==> config.mk <==
export PLATFORM = sky130hd
export DESIGN_NAME = router_pkt_fifo
export DESIGN_NICKNAME = d
export VERILOG_FILES = /design/src/rtl/router_pkg.sv /design/src/rtl/router_fifo_mem.sv /design/src/rtl/router_pkt_fifo.sv
export SDC_FILE = /design/constraint.sdc
export NUM_CORES = 1
export LEC_CHECK = 0
export CAP_MARGIN = 10
export CELL_PAD_IN_SITES_DETAIL_PLACEMENT = 0
export CELL_PAD_IN_SITES_GLOBAL_PLACEMENT = 1
export CORE_MARGIN = 2
export CORE_UTILIZATION = 54
export CTS_BUF_LIST = sky130_fd_sc_hd__clkbuf_4 sky130_fd_sc_hd__clkbuf_8
export CTS_CLUSTER_SIZE = 40
export DETAILED_ROUTE_END_ITERATION = 8
export PLACE_DENSITY = 0.88
export SETUP_SLACK_MARGIN = 0.1
export SLEW_MARGIN = 40
export SYNTH_ARGS = -nofsm -noshare
export SYNTH_HDL_FRONTEND = slang
export SYNTH_HIERARCHICAL = 1
export SYNTH_SLANG_ARGS = --single-unit
==> constraint.sdc <==
create_clock -name clock -period 4.22 [get_ports clock]
set_clock_uncertainty 0.2 [all_clocks]
set_input_delay 0.422 -clock clock [delete_from_list [all_inputs] [get_ports clock]]
set_output_delay 0.422 -clock clock [all_outputs]
set_load 0.01 [all_outputs]
==> src/rtl/router_pkg.sv <==
// router_pkg: shared types for the per-channel router packet FIFO.
// Holds default widths, the read-side packet FSM states and the stored entry
// layout {hdr, data} at the default byte width.
package router_pkg;

  localparam int DATA_W_DEF  = 8;  // default payload byte width
  localparam int LEN_LSB_DEF = 2;  // header length field is data[DATA_W-1:LEN_LSB]

  typedef enum logic {
    RD_IDLE   = 1'b0,  // waiting for a header byte
    RD_IN_PKT = 1'b1   // inside a packet, counting payload + parity
  } rd_state_t;

  typedef struct packed {
    logic                  hdr;
    logic [DATA_W_DEF-1:0] data;
  } entry_t;

endpackage

==> src/rtl/router_fifo_mem.sv <==
// router_fifo_mem: reset-free dual-port storage array for the packet FIFO.
// Ports: clock; write port wr_en/wr_addr/wr_data (synchronous write);
//        read port rd_en/rd_addr -> rd_data (registered, holds when rd_en=0).
module router_fifo_mem #(
  parameter int WIDTH = 9,
  parameter int DEPTH = 16
) (
  input  logic                     clock,
  input  logic                     wr_en,
  input  logic [$clog2(DEPTH)-1:0] wr_addr,
  input  logic [WIDTH-1:0]         wr_data,
  input  logic                     rd_en,
  input  logic [$clog2(DEPTH)-1:0] rd_addr,
  output logic [WIDTH-1:0]         rd_data
);

  logic [WIDTH-1:0] mem [DEPTH];

  always_ff @(posedge clock) begin
    if (wr_en) mem[wr_addr] <= wr_data;
    if (rd_en) rd_data <= mem[rd_addr];
  end

endmodule

==> src/rtl/router_pkt_fifo.sv <==
// router_pkt_fifo: packet-aware byte FIFO for one router output channel.
// Ports: clock/reset (async, active-high)/soft_reset; write side write_enb,
//        lfd_state (header tag), data_in; read side read_enb -> data_out,
//        dout_valid, sop, eop (1-cycle latency); status empty/full/
//        almost_full/almost_empty/level; pulses overflow/underflow/pkt_err/timeout.
module router_pkt_fifo
  import router_pkg::*;
#(
  parameter int DATA_W    = DATA_W_DEF,
  parameter int DEPTH     = 16,
  parameter int LEN_LSB   = LEN_LSB_DEF,
  parameter int AF_THRESH = DEPTH - 2,
  parameter int AE_THRESH = 2,
  parameter int TIMEOUT   = 30
) (
  input  logic                     clock,
  input  logic                     reset,
  input  logic                     soft_reset,
  input  logic                     write_enb,
  input  logic                     lfd_state,
  input  logic [DATA_W-1:0]        data_in,
  input  logic                     read_enb,
  output logic [DATA_W-1:0]        data_out,
  output logic                     dout_valid,
  output logic                     sop,
  output logic                     eop,
  output logic                     empty,
  output logic                     full,
  output logic                     almost_full,
  output logic                     almost_empty,
  output logic [$clog2(DEPTH):0]   level,
  output logic                     overflow,
  output logic                     underflow,
  output logic                     pkt_err,
  output logic                     timeout
);

  localparam int AW = $clog2(DEPTH);
  localparam int LW = AW + 1;
  localparam int RW = DATA_W - LEN_LSB + 1;
  localparam int TW = (TIMEOUT > 1) ? $clog2(TIMEOUT + 1) : 1;

  typedef struct packed {
    logic              hdr;
    logic [DATA_W-1:0] data;
  } fifo_entry_t;

  logic [AW-1:0] wr_ptr, rd_ptr;
  logic [TW-1:0] timer;
  rd_state_t     state, state_nxt;
  logic [RW-1:0] remaining, remaining_nxt;
  fifo_entry_t   wr_entry, rd_entry;
  logic          wr_ok, rd_ok, tmo_hit, flush;

  assign empty        = (level == '0);
  assign full         = (level == LW'(DEPTH));
  assign almost_full  = (level >= LW'(AF_THRESH));
  assign almost_empty = (level <= LW'(AE_THRESH));

  // Auto-flush fires on the edge that would complete TIMEOUT idle cycles.
  assign tmo_hit = (TIMEOUT != 0) && !empty && !read_enb && (timer == TW'(TIMEOUT - 1));
  assign flush   = soft_reset | tmo_hit;

  // Gating uses the pre-edge level, so write-at-full is rejected even with a read.
  assign wr_ok = write_enb & ~full & ~flush;
  assign rd_ok = read_enb & ~empty & ~flush;

  assign wr_entry = '{hdr: lfd_state, data: data_in};

  router_fifo_mem #(
    .WIDTH(DATA_W + 1),
    .DEPTH(DEPTH)
  ) u_mem (
    .clock  (clock),
    .wr_en  (wr_ok),
    .wr_addr(wr_ptr),
    .wr_data(wr_entry),
    .rd_en  (rd_ok),
    .rd_addr(rd_ptr),
    .rd_data(rd_entry)
  );

  assign data_out = dout_valid ? rd_entry.data : '0;

  always_ff @(posedge clock or posedge reset) begin
    if (reset) begin
      wr_ptr <= '0;
      rd_ptr <= '0;
      level  <= '0;
      timer  <= '0;
    end else if (flush) begin
      wr_ptr <= '0;
      rd_ptr <= '0;
      level  <= '0;
      timer  <= '0;
    end else begin
      if (wr_ok) wr_ptr <= wr_ptr + 1'b1;
      if (rd_ok) rd_ptr <= rd_ptr + 1'b1;
      level <= level + LW'(wr_ok) - LW'(rd_ok);
      timer <= (!empty && !read_enb) ? timer + 1'b1 : '0;
    end
  end

  always_ff @(posedge clock or posedge reset) begin
    if (reset) begin
      dout_valid <= 1'b0;
      overflow   <= 1'b0;
      underflow  <= 1'b0;
      timeout    <= 1'b0;
    end else begin
      dout_valid <= rd_ok;
      overflow   <= write_enb & full & ~flush;
      underflow  <= read_enb & empty & ~flush;
      timeout    <= tmo_hit & ~soft_reset;
    end
  end

  // The packet FSM judges the byte currently on data_out against the state
  // left by earlier bytes, so sop/eop/pkt_err line up with the delivered byte
  // while the registered memory read keeps the header bit off the
  // critical path. The state absorbs that byte on the following edge.
  always_ff @(posedge clock or posedge reset) begin
    if (reset) begin
      state     <= RD_IDLE;
      remaining <= '0;
    end else if (flush) begin
      state     <= RD_IDLE;
      remaining <= '0;
    end else begin
      state     <= state_nxt;
      remaining <= remaining_nxt;
    end
  end

  always_comb begin
    state_nxt     = state;
    remaining_nxt = remaining;
    sop           = 1'b0;
    eop           = 1'b0;
    pkt_err       = 1'b0;
    if (dout_valid) begin
      if (rd_entry.hdr) begin
        // A header inside a packet truncates it and starts a new one.
        sop           = 1'b1;
        pkt_err       = (state == RD_IN_PKT);
        state_nxt     = RD_IN_PKT;
        remaining_nxt = RW'(rd_entry.data[DATA_W-1:LEN_LSB]) + 1'b1;
      end else if (state == RD_IN_PKT) begin
        remaining_nxt = remaining - 1'b1;
        if (remaining == RW'(1)) begin
          eop       = 1'b1;
          state_nxt = RD_IDLE;
        end
      end else begin
        pkt_err = 1'b1;
      end
    end
  end

endmodule

## Word level (Yosys, flattened, before mapping)

Memories as Yosys holds them, arrays and structs flattened. A register that Yosys moved wholly into a read port is not among the register bits.
Index checks and enable logic that the tools add are counted.

- Register bits: 30
- Bits in latches: 0
- Memory bits (writable): 144
- ROM bits: 0
- Input bits: 14
- Output and inout port bits: 24
- Word-level logic and storage cells: 75
- Memories kept: 1

Memories:

| name | depth | bits a word | rd ports | clocked after Yosys merged registers in | write ports | line | RTL |
|---|---|---|---|---|---|---|---|
| u_mem.mem | 16 | 9 | 1 | 1 | 1 | router_fifo_mem.sv:17 | `logic [WIDTH-1:0] mem [DEPTH];` |

- Add/sub/neg operators: 7
- Multipliers: 0
- Div/mod/pow operators: 0
- Order comparisons: 2
- Eq/ne operators: 3
- Shifts and indexed selects: 0
- Mux-type cells: 28
- Bitwise gates (word level): 14
- Reduce and logical (&&, ||, !) cells: 10

Operators by type and width:

| kind | number |
|---|---|
| 7-bit 2-to-1 mux | 4 |
| 1-bit 2-to-1 mux | 16 |
| 4-bit 2-to-1 mux | 4 |
| 5-bit 2-to-1 mux | 3 |
| 5-bit equality test, second input constant | 2 |
| 1-bit bitwise AND | 9 |
| 4-bit by 1-bit adder with 4-bit output, second input constant | 2 |
| 8-bit 2-to-1 mux | 1 |
| 6-bit by 1-bit adder with 7-bit output, second input constant | 1 |
| 7-bit by 1-bit equality test with 1-bit output, second input constant | 1 |
| 7-bit by 1-bit subtractor with 7-bit output, second input constant | 1 |
| 2-bit nonzero test | 3 |
| 5-bit by 1-bit adder with 5-bit output | 1 |
| 5-bit by 1-bit adder with 5-bit output, second input constant | 1 |
| 5-bit by 4-bit >= comparator with 1-bit output, second input constant | 1 |
| 5-bit by 2-bit <= comparator with 1-bit output, second input constant | 1 |
| 5-bit logical NOT | 1 |
| 5-bit by 1-bit subtractor with 5-bit output | 1 |
| 1-bit NOT | 4 |
| 3-bit nonzero test | 1 |
| 1-bit logical AND | 2 |
| 1-bit logical NOT | 2 |
| 2-bit AND reduction | 1 |
| 1-bit OR | 1 |

## Logic depth before layout (Yosys ltp)

Gate-level depths: netlist of run 1.

- Word-level depth: 10
- Mapped depth: 15
- Gate-level depth less buffers: 15

## Modules after synthesis

The synthesis of run 1 kept the hierarchy.

By module, submodules not included:

| module | instances | cells an instance | area an instance (um2) | sequential area each (um2) |
|---|---|---|---|---|
| router_fifo_mem | 1 | 254 | 5,870.6 | 4,594.4 |
| router_pkt_fifo | 1 | 208 | 1,964.4 | 750.7 |

## Worst setup path after synthesis of run 1

OpenSTA, ideal clock, no wires.

- Kind: register -> register
- Start: register level[2]
- End: memory u_mem.mem[0][0], enable pin
- Library setup time: 0.387 ns
- Arrival time: 2.939 ns
- Required time: 3.633 ns
- Slack: 0.694 ns
- Stages on the path, launching flop included: 10
- Buffers on the path: 0
- Period minus slack after synthesis: 3.526 ns
- Cells stage by stage: dfrtp_1 -> inv_1 -> ha_1 -> or4b_4 -> clkinv_4 -> nor3_2 -> or3_1 -> inv_1 -> or3b_2 -> nor3_1

- Word-level cells in the longest chain between the ends: 9
- Elaborated cells between the ends (all ways): 12
- Those cells by class: eq/ne (1); mux (2); bitwise (5); reduce/logical (4)

Ends and longest elaborated chain:

| what | line | RTL |
|---|---|---|
| from (decl) | router_pkt_fifo.sv:31 | `output logic [$clog2(DEPTH):0] level,` |
| from (signal assigned) | router_pkt_fifo.sv:99 | `level <= level + LW'(wr_ok) - LW'(rd_ok);` |
| 5-bit logical NOT | router_pkt_fifo.sv:55 | `assign empty = (level == '0);` |
| via empty | router_pkt_fifo.sv:27 | `output logic empty,` |
| 1-bit logical NOT | router_pkt_fifo.sv:61 | `assign tmo_hit = (TIMEOUT != 0) && !empty && !read_enb && (timer == TW'(TIMEOUT - 1));` |
| 1-bit logical AND (2 in a row) | router_pkt_fifo.sv:61 |  |
| 1-bit OR | router_pkt_fifo.sv:62 | `assign flush = soft_reset \| tmo_hit;` |
| 1-bit NOT | router_pkt_fifo.sv:65 | `assign wr_ok = write_enb & ~full & ~flush;` |
| 1-bit bitwise AND | router_pkt_fifo.sv:65 |  |
| via wr_ok | router_pkt_fifo.sv:53 | `logic wr_ok, rd_ok, tmo_hit, flush;` |
| 1-bit 2-to-1 mux | router_fifo_mem.sv:20 | `if (wr_en) mem[wr_addr] <= wr_data;` |
| 1-bit 2-to-1 mux (not written as such) | router_fifo_mem.sv:20 |  |
| to (decl) | router_fifo_mem.sv:17 |  |

The timed path passes the listed nets, and every way through them passes these cells.

## Worst setup path in the final report of run 1

- Start: register level[2]
- End: register level[4]

- Word-level cells in the longest chain between the ends: 10
- Elaborated cells between the ends (all ways): 16
- Those cells by class: add/sub (2); eq/ne (1); mux (1); bitwise (8); reduce/logical (4)

Ends and longest elaborated chain:

| what | line | RTL |
|---|---|---|
| 5-bit logical NOT | router_pkt_fifo.sv:55 |  |
| 1-bit logical NOT | router_pkt_fifo.sv:61 |  |
| 1-bit logical AND (2 in a row) | router_pkt_fifo.sv:61 |  |
| 1-bit OR | router_pkt_fifo.sv:62 |  |
| 1-bit NOT | router_pkt_fifo.sv:65, router_pkt_fifo.sv:66 |  |
| 1-bit bitwise AND | router_pkt_fifo.sv:65 |  |
| 5-bit by 1-bit adder with 5-bit output | router_pkt_fifo.sv:99 |  |
| 5-bit by 1-bit subtractor with 5-bit output | router_pkt_fifo.sv:99 |  |
| 5-bit 2-to-1 mux (*) | router_pkt_fifo.sv:91 | `end else if (flush) begin` |

Mark *: on every way between the ends. The rest lies on a longest branch, timed or not.
A chain may end at the register's enable or synchronous reset.

==> flow_summary.yaml, run 1 <==
critical_path:
  critPathMaxFanout: 5
  cp-start-kind: "flop"
  cp-end-kind: "flop"
  crit_chain: "inv_1 > ha_1 > or4b_4 > clkinv_4 > nor3_2 > or3_1 > ha_1 > inv_1 > ha_1 > inv_1 > fa_1 > o21bai_1 > a21oi_1 > xnor2_1 > nor2_1"
  critPathArrivalTime_ns: 3.63
  reg2reg_setup_slack_ns: 0.71
  criticalPathCategory: "flop to flop"
  reg2reg_depth: 15
  cpLargestDelayFamily: "adder cells"
  cp.required_ns: 4.34
  crit_buf_inv: 4
  max_stage_delay_ns: 0.51
  r2r_start: "level[2]"
  critPathSlowestCell: "or4b_4"
  timing.rr.end: "level[4]"
power_and_ir_drop:
  internal-power_mw: 3.14
  p_per_area_mw_per_mm2: 501
  total_power_mw: 4.43
  comb_power_share_pct: 22.0
  p_switching_mw: 1.30
  sw_frac_of_total_pct: 29.2
  irDropWorstVdd_mv: 0.416
  seq_power_share_pct: 50.7
  p_leak_nw: 3.04
  clkPwrFrac_pct: 27.3
synth:
  synth_cell_type_count: 50
  postSynthAreaPerCell_um2: 17.0
  syn_nets: 496
  synth_compound_area_share_pct: 4.69
  syn_area_mm2: 0.00784
  synthTopCellsByArea: "edfxtp_1 59%, dfrtp_1 9.6%, mux4_2 6.0%"
  yosys_warnings: 6
  synth_top_area_share_pct: 58.6
  synthTopCellsByCount: "153 x edfxtp_1, 36 x nor2_1, 30 x dfrtp_1, 26 x nand2_1, 21 x mux4_2"
  ys.flop_type: "edfxtp_1"
  synth-edff-count: 153
  async_flop_share_pct: 16.4
  yosys.cell_count.top_type: "edfxtp_1"
  syn-instance-count: 462
  synth-simple-area-share_pct: 8.29
  ys_ff_latch: 183
  synth.area.mux_share_pct: 11.1
  ys_seq_area_share_pct: 68.2
  synth_top_area_cell: "edfxtp_1"
  yosys.area_share.adder_pct: 3.29
  synthXorXnorAreaFrac_pct: 1.56
  synth_top_family_by_area: "multiplexers"
clock_tree:
  ctsResizeCount: 0
  numCtsBuffers: 17
  clkTransAtPathRegs_ns: 0.10
  insertion_delay_ns: 0.45
  post_cts_buffers: 0
  cts_tree: "built"
  cts-root-buf: "clkbuf_8"
  htree_levels: 4
  cts.path.max_buffers: 2
  postCtsHoldBufs: 0
  cts.sinks: 183
sta:
  setup_viol: 0
  rsz0062_at_grt: "false"
  timing.final.max_slew_violations: 0
  min_period_over_period_pct: 83.1
  worstMarginPinSlew_ns: 0.809
  tns_ns: 0
  hold_slack_ns: 0.161
  finalHoldViolations: 0
  min_period_ns: 3.51
  slew_headroom_pct: 46.0
  fmax_mhz: 285
floorplan:
  start_util_pct: 54.5
  core-area_mm2: 0.0144
  rows: 44
  die_h_um: 124
  fp.dieW_um: 124
  io_pins: 38
  fp.dieArea_mm2: 0.0155
outcome:
  status: "complete, no violations"
run:
  drv_cap: 0
global_route:
  grt_pass1_wl_um: 23700
  grt.overflow.total: 0
  grt_antenna_before_repair: 0
  grt_max_degree: 40
  grt_pass1_vias: 4210
  grt_usage_pct: 20.4
placed_design:
  portBuffers: 37
  place.gp.congestion: 0.819
  dpl.hpwl_um: 9710
  dpl-instance-area_mm2: 0.00843
min_path:
  hold_path.class: "input pin to async pin"
routing:
  wirelength_um: 15000
  drt_first_pass_iters: 5
  antenna_left: 0
  first_iter_violations: 444
  vias: 4278
  drc: 0
  wire_per_inst_um: 20.9
  via_per_inst: 5.97
cells_and_area:
  layout-drive-gt1-share_pct: 15.9
  final_nets: 554
  area_growth_pct: 13.1
  antenna_cells: 0
  stdcell_area_mm2: 0.00886
## through the flow
step,cells,util [%],setup slack (ns)
after floorplan,462,-,0.694
after global placement,685,58.6,0.621
after detailed placement,685,58.7,0.497
after CTS,717,61.6,0.561
after global routing,717,61.7,0.520
final,717,61.7,0.713
## power by group through the flow
| stage | clock network, mW | registers, mW | logic [mW] |
|---|---|---|---|
| 4_1_cts | 1.24 | 2.25 | 0.979 |
| 2_1_floorplan | 0 | 2.18 | 0.764 |
| 3_3_place_gp | 0 | 2.28 | 0.954 |
| 3_5_place_dp | 0 | 2.29 | 0.974 |
| 6_report | 1.21 | 2.25 | 0.977 |
| 5_1_grt | 1.31 | 2.27 | 1.06 |
## how the worst max path moves through the flow
stage                   from               to  slack [ns]  cells past startpoint
floorplan           level[2]  u_mem/mem[0][0]        0.69                      9
global placement    read_enb         level[4]        0.62                     12
detailed placement  read_enb         level[4]        0.50                     12
CTS                 level[2]         level[4]        0.56                     14
global route        level[2]         level[4]        0.52                     15
finish              level[2]         level[4]        0.71                     15
## cell type report
| cell class | count | area [µm²] |
|---|---|---|
| clock buffer | 17 | 234 |
| clock inverter | 15 | 190 |
| fill | 1001 | 5510 |
| inverter | 19 | 76.3 |
| multi-input combinational | 244 | 2270 |
| sequential | 183 | 5350 |
| tap | 184 | 230 |
| timing repair buffer | 55 | 505 |
## placed cells by master, fill, tap and decap left out, drive strengths merged, types with 4 or more instances in the layout
master         synthesis  layout
a21oi                 10      10
a22oi                 19      19
and2                  10      10
buf                    9      18
clkbuf                 6      17
clkdlybuf4s50          0      37
clkinv                 1       5
dfrtp                 30      30
edfxtp               153     153
ha                    19      19
inv                   18      24
mux4                  36      36
nand2                 26      26
nand2b                 4       4
nand3                 16      16
nor2                  36      36
nor2b                  5       5
nor3                  13      13
xnor2                  7       7
xor2                   7       7
## worst min-delay path: stages
cell and delay, ns:
clkdlybuf4s50_1 0.40, inv_1 0.05, buf_4 0.35
## flip-flops by register name, summed over array words and instances, names as in the netlist
name / cells
timeout: 1
u_mem/rd_data: 9
dout_valid: 1
wr_ptr: 4
rd_ptr: 4
remaining: 7
state: 1
level: 5
timer: 5
underflow: 1
overflow: 1
u_mem/mem: 144
## layer usage
layer  global-route usage (%)  share of wire [%]  vias up  wire, µm
li1                         -                  -     1917         -
met1                     29.0                 42     2172      6320
met2                     32.0                 50      179      7500
met3                     5.37                6.7       10       995
met4                     4.96               0.94        0       140
met5                        0                  0        -         0
## cells by family (layout without fill, tap and decap cells)
group	Yosys count	after routing
buffers and inverters	35	106
AOI/OAI and AO/OA	45	45
DFF	183	183
adders and majority gates	20	20
muxes	36	36
and+or+nand+nor	129	129
xor gates and xnor gates	14	14
Note: power is estimated with default switching activity, not from simulation.
==> run 2: changes to the inputs <==
Clock period 4.22 ns to 3.5 ns, I/O delays scaled along.
==> flow_summary.yaml, run 2 (same netlist as run 1, synthesis figures left out) <==
placed_design:
  dpl.hpwl_um: 9570
  place.gp.congestion: 0.770
  portBuffers: 37
power_and_ir_drop:
  clkPwrFrac_pct: 26.4
  irDropWorstVdd_mv: 0.520
  p_leak_nw: 3.08
  p_switching_mw: 1.62
  p_per_area_mw_per_mm2: 598
  sw_frac_of_total_pct: 30.5
  internal-power_mw: 3.71
  comb_power_share_pct: 25.1
  seq_power_share_pct: 48.5
clock_tree:
  clkTransAtPathRegs_ns: 0.10
  cts.sinks: 183
  cts_tree: "built"
  cts.path.max_buffers: 2
  cts-root-buf: "clkbuf_8"
  numCtsBuffers: 17
  insertion_delay_ns: 0.46
  postCtsHoldBufs: 0
  htree_levels: 4
cells_and_area:
  final_cell_mix: "153 x edfxtp_1, 37 x clkdlybuf4s50_1, 36 x nor2_1"
  layout-drive-gt1-share_pct: 17.6
  largest-register: "u_mem/mem"
  area_growth_pct: 13.7
  largest_registers: "u_mem/mem: 144 flops, u_mem/rd_data: 9 flops, remaining: 7 flops"
  antenna_cells: 0
  final_nets: 562
  largest_reg_flops: 144
  layout_commonest_cell: "edfxtp_1"
sta:
  setup_viol: 0
  min_period_over_period_pct: 91.4
  hold_slack_ns: 0.0354
  tns_ns: 0
  rsz0062_at_grt: "false"
  worstMarginPinSlew_ns: 0.763
  slew_headroom_pct: 49.1
  min_period_ns: 3.20
  timing.final.max_slew_violations: 0
  finalHoldViolations: 0
  fmax_mhz: 313
critical_path:
  timing.rr.end: "level[4]"
  cp-start-kind: "flop"
  critPathArrivalTime_ns: 3.35
  r2r_start: "level[3]"
  critPathMaxFanout: 4
  reg2reg_setup_slack_ns: 0.30
  criticalPathCategory: "flop to flop"
  reg2reg_depth: 15
  cp-end-kind: "flop"
  cp.required_ns: 3.65
  crit_path_start: "level[3]"
routing:
  antenna_left: 0
  vias: 4258
  wirelength_um: 14800
  drt_first_pass_iters: 5
  wire_per_inst_um: 20.5
  drc: 0
  via_per_inst: 5.87
  first_iter_violations: 483
run:
  drv_cap: 0
global_route:
  grt_antenna_before_repair: 0
  grt_usage_pct: 20.0
  grt_pass1_vias: 4152
  grt_pass1_wl_um: 23300
  grt_max_degree: 40
  grt.overflow.total: 0
floorplan:
  core-area_mm2: 0.0144
  fp.dieArea_mm2: 0.0155
  rows: 44
  start_util_pct: 54.5
  fp.dieW_um: 124
  die_h_um: 124
  io_pins: 38
min_path:
  hold_path.class: "input pin to async pin"
outcome:
  status: "complete, no violations"
## run 2: cell count changes in the layout (fill, tap and decap cells not counted), sizes merged
cell      change
inv           +1
buf           +8
clkinvlp      -1
clkinv        +2
bufinv        -2
## run 2: power groups by stage
stage / sequential [mW] / clock (mW) / combinational (mW)
6_report: 2.59 / 1.41 / 1.34
5_1_grt: 2.60 / 1.52 / 1.46
4_1_cts: 2.58 / 1.43 / 1.33
3_5_place_dp: 2.63 / 0 / 1.32
3_3_place_gp: 2.63 / 0 / 1.28
2_1_floorplan: 2.63 / 0 / 0.923
## run 2: per-layer routing
metal | vias to the layer above | track usage, % | routed length [µm]
met3 | 21 | 4.94 | 801
met1 | 2155 | 28.7 | 6660
li1 | 1927 | - | -
met4 | 0 | 7.01 | 320
met5 | - | 0 | 0
met2 | 155 | 30.5 | 7060
## run 2: critical path: stages (launching register included)
cell,delay (ns)
dfrtp_1,0.40
inv_2,0.08
ha_1,0.15
or4b_4,0.50
clkinv_4,0.08
nor3_2,0.04
or3_1,0.33
ha_1,0.28
inv_1,0.06
ha_1,0.15
inv_1,0.06
fa_2,0.35
o21bai_1,0.13
a21oi_1,0.09
xnor2_1,0.14
nor2_1,0.05
## run 2: layout make-up
type | instances | area (µm²)
fillers | 1001 | 5460
flip-flops and latches | 183 | 5350
multi-input cells | 244 | 2270
repair buffers | 63 | 566
clock buffers | 17 | 234
well taps | 184 | 230
clock inverters | 15 | 180
inverters | 19 | 76.3
## run 2: worst max path at each step
stage	depth (start not counted)	endpoint	slack (ns)
detailed placement	15	level[4]	0.1
CTS	15	level[4]	0.13
finish	15	level[4]	0.30
global placement	15	level[4]	0.17
floorplan	15	level[4]	0.22
global route	15	level[4]	0.11
## run 2: metrics by stage
step           util (%)  power, mW  setup WS (ns)  cell area [µm²]  instances
2_1_floorplan         -       3.55          0.222             7840        462
3_3_place_gp       58.9       3.91          0.172             8470        690
3_5_place_dp       58.9       3.95         0.0991             8470        690
4_1_cts            61.9       5.34          0.133             8890        723
5_1_grt            62.0       5.58          0.108             8900        725
6_report           62.0       5.33          0.301             8900        725
## run 2: what timing repair did
action                                  4_1_cts  5_1_grt
gates resized for setup                       0        3
setup buffers                                 1        2
endpoints found under the setup margin        1        1
pin swaps                                     0        2
==> run 3: changes to the inputs <==
Settings changed: CORE_UTILIZATION 54 to 58, CTS_CLUSTER_SIZE 40 to 10, PLACE_DENSITY 0.88 to 0.94.
Clock period 3.5 ns to 4.1 ns, I/O delays scaled along.
==> flow_summary.yaml, run 3 (same netlist as run 1, synthesis figures left out) <==
floorplan:
  core-area_mm2: 0.0132
  fp.dieArea_mm2: 0.0145
  rows: 42
  fp.dieW_um: 120
  die_h_um: 120
  io_pins: 38
  start_util_pct: 59.2
critical_path:
  criticalPathCategory: "flop to flop"
  crit_path_start: "level[2]"
  cp-start-kind: "flop"
  cp.required_ns: 4.07
  critPathArrivalTime_ns: 3.51
  max_stage_delay_ns: 0.52
  critPathSlowestCell: "or4b_4"
  r2r_start: "level[2]"
  critPathMaxFanout: 5
  crit_chain: "inv_1 > ha_1 > or4b_4 > clkinv_4 > nor3_2 > or3_1 > inv_1 > or3b_2 > nor2_1 > buf_4"
  cp-end-kind: "flop"
  crit_top_cell: "inv_1"
global_route:
  grt_usage_pct: 22.1
  use_met3_pct: 5.00
  top_usage_layer: "met2"
  grt_use_met2_pct: 35.6
  grt_max_degree: 40
  grt_pass1_wl_um: 23500
  grt.overflow.total: 0
  grt_pass1_vias: 4253
  grt_antenna_before_repair: 0
  gr-usage-met1_pct: 31.0
sta:
  finalHoldViolations: 0
  setup_viol: 0
  worstMarginPinSlew_ns: 0.755
  fmax_mhz: 282
  rsz0062_at_grt: "false"
  min_period_over_period_pct: 86.4
  timing.final.max_slew_violations: 0
  tns_ns: 0
  slew_headroom_pct: 49.6
  hold_slack_ns: 0.128
  min_period_ns: 3.54
cells_and_area:
  largest_registers: "u_mem/mem: 144 flops, u_mem/rd_data: 9 flops, remaining: 7 flops"
  final_cell_mix: "153 x edfxtp_1, 37 x clkdlybuf4s50_1, 35 x nor2_1"
  layout-drive-gt1-share_pct: 16.1
  largest_reg_flops: 144
  largest-register: "u_mem/mem"
  fill_cells: 865
  area_growth_pct: 12.5
  final_nets: 557
  antenna_cells: 0
  layout_commonest_cell: "edfxtp_1"
  final-instance-count-excl-fill: 711
routing:
  wirelength_um: 14800
  first_iter_violations: 573
  drc: 0
  drt_first_pass_iters: 6
  via_per_inst: 6.02
  vias: 4278
  antenna_left: 0
  wire_per_inst_um: 20.9
placed_design:
  dpl.hpwl_um: 9860
  place_inst: 680
  portBuffers: 37
  place.gp.congestion: 0.898
run:
  drv_cap: 0
power_and_ir_drop:
  irDropWorstVdd_mv: 0.302
  p_leak_nw: 3.04
  p_per_area_mw_per_mm2: 503
clock_tree:
  postCtsHoldBufs: 0
  clkTransAtPathRegs_ns: 0.10
  htree_levels: 4
  cts.sinks: 183
  cts.path.max_buffers: 2
  cts-root-buf: "clkbuf_8"
  ctsResizeCount: 0
  insertion_delay_ns: 0.46
  cts_tree: "built"
  numCtsBuffers: 17
  post_cts_buffers: 0
outcome:
  status: "complete, no violations"
min_path:
  hold_path.class: "input pin to async pin"
[run 3: final timing paths]
kind / to / slack (ns) / cells past startpoint
worst max-delay path: u_mem/mem[3][2] / 0.56 / 10
worst min-delay path: underflow / 0.13 / 3
worst max register to register: u_mem/mem[3][2] / 0.56 / 10
worst min register to register: timer[0] / 0.30 / 1
max in group asynchronous: rd_ptr[1] / 3.24 / 3
min in group clock: timer[0] / 0.30 / 1
[run 3: report_power, final]
group | leakage (nW) | total (mW) | switching, mW | internal (mW)
registers | 1.79 | 2.27 | 0.150 | 2.12
clock network | 0.187 | 1.14 | 0.634 | 0.503
logic | 1.06 | 1.02 | 0.483 | 0.542
total | 3.04 | 4.43 | 1.27 | 3.17
[run 3: cell type report]
type	instances	area, µm²	share of cell area [%]
inverters	19	76.3	0.866
clock inverters	12	120	1.36
multi-input cells	244	2270	25.8
well taps	176	220	2.50
flip-flops and latches	183	5350	60.7
repair buffers	58	528	5.99
clock buffers	19	249	2.83
[run 3: worst max-delay path, delay by kind of cell (launching register included)]
| kind | cells | cell delay, ns |
|---|---|---|
| flops | 1 | 0.44 |
| buf+inv | 4 | 0.59 |
| simple gates | 5 | 1.85 |
| fa+ha+maj | 1 | 0.18 |
[run 3: layer usage]
metal / up-vias / part of all wire, %
met5: - / 0
met4: 0 / 1.6
met3: 23 / 7.2
met2: 193 / 50
met1: 2143 / 41
li1: 1919 / -
[run 3: metrics by stage]
step	power [mW]	setup slack [ns]	utilization (%)	cell area, µm²
finish	4.43	0.556	66.6	8810
global route	4.65	0.405	66.6	8810
CTS	4.46	0.410	66.5	8810
detailed placement	3.34	0.345	63.7	8440
global placement	3.30	0.503	63.7	8440
floorplan	3.03	0.574	-	7840
